## src/rtl/sici_pcs_blk_sync.sv

```systemverilog
// ---------------------------------------------------------------------------
// sici_pcs_blk_sync
// Receive-side PCS block synchronizer. Takes unaligned parallel words from
// the deserializer, hunts for the 2-bit sync-header boundary by bit-slipping,
// and delivers aligned words with the SH in [FW-1:FW-2]. Syn_OK qualifies
// frame sync for the downstream overhead extractor.
//
// Ports:
//   Ck          clock
//   Rs          synchronous active-high reset (overrides CE)
//   CE          clock enable; all state advances only when high
//   Raw_Dat_i   unaligned input word, MSB is the earliest received bit
//   PCS_Dat_o   aligned word, one CE cycle latency, SH in [FW-1:FW-2]
//   Syn_OK      block lock indicator
//   Slip_o      one-cycle pulse on every bit slip
//   Slip_Pos    current alignment offset (0..FW-1)
//   Lo_Syn_Pls  one-cycle pulse when lock is lost
// ---------------------------------------------------------------------------
module sici_pcs_blk_sync #(
   parameter int FW       = 32,
   parameter int LOCK_CNT = 16,
   parameter int WIN_LEN  = 64,
   parameter int BAD_MAX  = 8,
   parameter int SLIP_GAP = 2
) (
   input  logic                    Ck,
   input  logic                    Rs,
   input  logic                    CE,
   input  logic [FW-1:0]           Raw_Dat_i,
   output logic [FW-1:0]           PCS_Dat_o,
   output logic                    Syn_OK,
   output logic                    Slip_o,
   output logic [$clog2(FW)-1:0]   Slip_Pos,
   output logic                    Lo_Syn_Pls
);

   localparam int SPW = $clog2(FW);

   localparam logic [7:0]     LOCK_CNT_C = 8'(LOCK_CNT);
   localparam logic [7:0]     WIN_LEN_C  = 8'(WIN_LEN);
   localparam logic [7:0]     BAD_MAX_C  = 8'(BAD_MAX);
   localparam logic [3:0]     SLIP_GAP_C = 4'(SLIP_GAP);
   // FW need not be a power of two, so the wrap point is an explicit compare.
   localparam logic [SPW-1:0] SP_LAST    = SPW'(FW - 1);

   typedef enum logic [1:0] {
      ST_HUNT = 2'd0,
      ST_GAP  = 2'd1,
      ST_LOCK = 2'd2
   } state_t;

   state_t          state_q;
   logic [FW-1:0]   prev_q;
   logic [FW-1:0]   dat_q;
   logic            syn_ok_q;
   logic            slip_q;
   logic            lo_syn_q;
   logic [SPW-1:0]  slip_pos_q;
   logic [7:0]      good_q;
   logic [7:0]      win_q;
   logic [7:0]      bad_q;
   logic [3:0]      gap_q;

   logic [2*FW-1:0] win_w;
   logic [SPW:0]    sel_idx;
   logic [FW-1:0]   aligned_d;
   logic            sh_ok;
   logic [7:0]      good_d;
   logic [7:0]      win_d;
   logic [7:0]      bad_d;
   logic [3:0]      gap_d;

   // Counters saturate instead of wrapping.
   function automatic logic [7:0] sat_inc8(input logic [7:0] v);
      return (v == 8'hFF) ? v : v + 8'd1;
   endfunction

   function automatic logic [3:0] sat_inc4(input logic [3:0] v);
      return (v == 4'hF) ? v : v + 4'd1;
   endfunction

   // The previous word supplies the bits that slide in as the offset grows;
   // offset 0 passes the raw word straight through.
   assign win_w   = {prev_q, Raw_Dat_i};
   assign sel_idx = {1'b0, slip_pos_q};

   // NOTE: every always_comb output is assigned first, so no path leaves a
   // variable unassigned and no latch is inferred.
   always_comb begin
      aligned_d = win_w[sel_idx +: FW];
      sh_ok     = aligned_d[FW-1] ^ aligned_d[FW-2];
      good_d    = sat_inc8(good_q);
      win_d     = sat_inc8(win_q);
      bad_d     = sat_inc8(bad_q);
      gap_d     = sat_inc4(gap_q);
   end

   // NOTE: all state is updated with non-blocking assignments so every branch
   // reads the pre-edge values, independent of statement order.
   always_ff @(posedge Ck) begin
      if (Rs) begin
         state_q    <= ST_HUNT;
         prev_q     <= '0;
         dat_q      <= '0;
         syn_ok_q   <= 1'b0;
         slip_q     <= 1'b0;
         lo_syn_q   <= 1'b0;
         slip_pos_q <= '0;
         good_q     <= '0;
         win_q      <= '0;
         bad_q      <= '0;
         gap_q      <= '0;
      end else begin
         // Pulses default low; only the transitions below raise them.
         slip_q   <= 1'b0;
         lo_syn_q <= 1'b0;
         if (CE) begin
            prev_q <= Raw_Dat_i;
            dat_q  <= aligned_d;
            unique case (state_q)
               ST_HUNT: begin
                  if (sh_ok) begin
                     good_q <= good_d;
                     if (good_d == LOCK_CNT_C) begin
                        state_q  <= ST_LOCK;
                        syn_ok_q <= 1'b1;
                        win_q    <= '0;
                        bad_q    <= '0;
                     end
                  end else begin
                     good_q     <= '0;
                     slip_pos_q <= (slip_pos_q == SP_LAST) ? '0 : slip_pos_q + 1'b1;
                     slip_q     <= 1'b1;
                     gap_q      <= '0;
                     state_q    <= ST_GAP;
                  end
               end
               ST_GAP: begin
                  // Blank the words straddling the slip before testing again.
                  gap_q <= gap_d;
                  if (gap_d == SLIP_GAP_C) begin
                     state_q <= ST_HUNT;
                     good_q  <= '0;
                  end
               end
               ST_LOCK: begin
                  // Loss of lock wins over the window boundary. No slip here:
                  // the current offset is retried first.
                  if (!sh_ok && (bad_d == BAD_MAX_C)) begin
                     state_q  <= ST_HUNT;
                     syn_ok_q <= 1'b0;
                     lo_syn_q <= 1'b1;
                     good_q   <= '0;
                  end else if (win_d == WIN_LEN_C) begin
                     win_q <= '0;
                     bad_q <= '0;
                  end else begin
                     win_q <= win_d;
                     if (!sh_ok) begin
                        bad_q <= bad_d;
                     end
                  end
               end
               default: state_q <= ST_HUNT;
            endcase
         end
      end
   end

   assign PCS_Dat_o  = dat_q;
   assign Syn_OK     = syn_ok_q;
   assign Slip_o     = slip_q;
   assign Slip_Pos   = slip_pos_q;
   assign Lo_Syn_Pls = lo_syn_q;

endmodule

```

## config.mk

```make
export PLATFORM = sky130hd
export DESIGN_NAME = sici_pcs_blk_sync
export DESIGN_NICKNAME = d
export VERILOG_FILES = /design/src/rtl/sici_pcs_blk_sync.sv
export SDC_FILE = /design/constraint.sdc
export NUM_CORES = 1
export LEC_CHECK = 0
export ABC_AREA = 1
export ABC_CLOCK_PERIOD_IN_PS = 2000
export CAP_MARGIN = 30
export CORE_MARGIN = 4
export CORE_UTILIZATION = 30
export CTS_CLUSTER_DIAMETER = 150
export CTS_CLUSTER_SIZE = 24
export DETAILED_ROUTE_END_ITERATION = 10
export PLACE_DENSITY = 0.6
export SETUP_SLACK_MARGIN = 0.5
export SLEW_MARGIN = 20
export SYNTH_ARGS = -nofsm -noshare
export SYNTH_HDL_FRONTEND = slang
export SYNTH_SLANG_ARGS = --single-unit
```

## constraint.sdc

```tcl
create_clock -name Ck -period 2 [get_ports Ck]
set_input_delay 0.4 -clock Ck [delete_from_list [all_inputs] [get_ports Ck]]
set_output_delay 0.4 -clock Ck [all_outputs]
set_load 0.005 [all_outputs]
```

==> impl_metrics.toml <==
[yosys]
ys_seq_area_share_pct = 27.3
ys_types = 42
synth_cells = 1254
synth_edf_count = 0
synthAdderAreaFrac_pct = 1.86
synth_seq_cells = 101
avgSynthCellArea_um2 = 5.90
synth_top_family_by_area = "simple AND/OR/NAND/NOR gates"
synth_area_um2 = 7400
synth_xor_xnor_area_share_pct = 1.42
yosys.area_share.simple_pct = 39.0
synthFlopType = "dfxtp_1"
yosysWarnings = 0
yosys-mux-area-fraction_pct = 1.35
syn-num-nets = 1300
synth_compound_area_share_pct = 19.4
ys_async_sr_fraction_pct = 0

[timing]
finalClockSkew_ns = 0.0118
tightest_slew_ns = 0.698
setup_ws_ns = -0.194
fin_crit_ns = 2.19
relSlewSlack_pct = 53.2
tns_ns = -6.02
final-setup-viol-count = 58
rsz0062_at_grt = "true"
hold_viol_final = 0
fin_crit_sh_pct = 110
maxSlewViolCount = 0
fmaxAchievable_mhz = 456
holdWs_ns = 0.469

[floorplanning]
die_area_um2 = 27200
pin_count = 75
num_rows = 57
die_x_um = 165
fp.dieH_um = 165
core-area_um2 = 24300
start_util_pct = 30.4

[min_path]
holdPathStages = 2
hold_class = "flop to flop"

[power_and_ir_drop]
peakVddDrop_mv = 0.668
pwr-share-clk_pct = 11.9
cellInternalPower_mw = 8.24
switchingPower_mw = 7.58
seqPwrFrac_pct = 17.5
p_leak_nw = 5.07
p_per_area_nw_per_um2 = 1430
comb_power_share_pct = 70.6
swShare_pct = 47.9

[drt]
routed_wl_um = 27000
postRouteAntennaNets = 0
wire_per_inst_um = 15.2
vias_per_cell = 5.11
firstDrtPassIters = 5
vias = 9100
drt_iter0_drc = 771
drc_errors = 0

[cells_and_area]
area_delta_synth_final_pct = 49.5
fin_nets = 1498
layout_commonest_cell = "nand2_1"
drive_above_1_share_pct = 28.4
antenna_cells = 0
fill_cells = 2498
final_cell_mix = "313 x nand2_1, 172 x buf_4, 116 x nor2_1, 116 x nand3_1, 88 x dfxtp_1"

[critical_path]
path_class = "flop to output port"
critPathMaxFanout = 33
required_ns = 1.60
worst_setup_path_start_kind = "flop"
cp-end-kind = "output port"
r2r_cells = 17
crit_arrival_ns = 1.79
worst-r2r-setup-slack_ns = -0.19

[global_route]
grt-ovfl-total = 0
grt_pass1_wl_um = 43100
grt_pass1_vias = 8553
antenna_found_initial = 0
grt_usage_pct = 19.6
grt_max_degree = 51

[placement]
port_buffers = 74
hpwl_um = 19600
gp_congestion = 0.957

[clock_tree]
cts_tree = "done"
root_buffer = "clkbuf_16"
clkSlewWorstSetupHoldPaths_ns = 0.08
clockBufferDepth = 2
postCtsHoldBufs = 0
ctsHtreeMaxLevel = 3
cts_buffers = 9
cts_sinks = 101
clock_latency_ns = 0.37

[run_status]
failed_checks = "negative setup slack"
status = "complete, but fails checks"

[flow_run]
maxCapViolations = 0
## synthesized netlist by cell type (5+ instances only)
library cell  count  area, um2
inv_1            92        345
nor2_1          123        462
a31oi_1           5       31.3
o211ai_1         25        188
o221ai_1         11       96.3
o21ai_0         140        701
clkbuf_1         46        173
buf_2            11       55.1
nand3_1         170        851
a21oi_1          66        330
ha_1             11        138
xor2_1            9       78.8
nand4_1          10       62.6
nand2_1         359       1350
mux2i_1          10        100
dfxtp_1         101       2020
buf_1            18       67.6
## critical path, stage by stage (launching register included)
cell             delay [ns]
dfxtp_2                0.36
buf_12                 0.21
buf_4                  0.30
clkdlybuf4s50_1        0.55
## path summary, 6_finish.rpt
kind | startpoint | endpoint
max reg2reg | Slip_Pos[0] | bad_q[0]
max | Slip_Pos[1] | Slip_Pos[1]
min | PCS_Dat_o[6] | PCS_Dat_o[6]
min reg2reg | PCS_Dat_o[6] | PCS_Dat_o[6]
## per-stage QoR
stage               instance area (um2)  std cells  utilization (%)  total power [mW]  setup WS [ns]
finish                            11100       1781             45.5              15.8         -0.194
global placement                   9770       1736             40.2              11.7         -0.511
detailed placement                 9770       1736             40.2              11.8         -0.586
CTS                               10700       1774             44.1              15.1         -0.173
floorplan                          7720       1254                -              8.15         0.0259
global route                      11100       1781             45.5              17.0         -0.320
## logic make-up (layout without fill, tap and decap cells)
| logic type | count (synthesis) | after routing |
|---|---|---|
| adder cells (fa/ha/maj) | 11 | 11 |
| multiplexers | 10 | 10 |
| AND/OR/NAND/NOR | 683 | 685 |
| AO/OA/AOI/OAI | 259 | 259 |
| buffers and inverters | 178 | 379 |
| flip-flops | 101 | 101 |
| XOR/XNOR | 12 | 12 |
## repair_timing
| action | CTS | global route |
|---|---|---|
| resized for setup | 141 | 73 |
| setup endpoints to repair | 110 | 88 |
| pin swaps | 35 | 18 |
| setup buffers | 19 | 5 |
| gates cloned | 3 | 2 |
## metal layers
| metal | vias to the layer above | routed length [um] | track usage (%) |
|---|---|---|---|
| met2 | 239 | 13100 | 34.1 |
| li1 | 4580 | - | - |
| met1 | 4216 | 11400 | 24.2 |
| met5 | - | 0 | 0 |
| met3 | 65 | 1190 | 2.48 |
| met4 | 0 | 1250 | 8.92 |
## sequential cells by signal (all words and copies together), names as in the netlist
name / flops
gap_q: 4
bad_q: 8
state_q: 2
prev_q: 31
Slip_o: 1
Lo_Syn_Pls: 1
Slip_Pos: 5
win_q: 8
PCS_Dat_o: 32
good_q: 8
Syn_OK: 1
## power by group through the flow
stage / clock network, mW / logic, mW / registers (mW)
floorplan: 0 / 5.40 / 2.75
global placement: 0 / 8.90 / 2.78
detailed placement: 0 / 8.97 / 2.79
CTS: 1.94 / 10.4 / 2.76
global route: 2.00 / 12.1 / 2.82
finish: 1.89 / 11.2 / 2.77
## cell type report
type	instances	area (um2)	share of cell area [%]
inverter	97	382	3.45
clock inverter	6	67.6	0.611
multi-input combinational	977	5510	49.8
tap	324	405	3.67
timing repair buffer	266	2400	21.7
sequential	101	2050	18.5
clock buffer	10	250	2.26
Note: power is estimated with default switching activity, not from simulation.
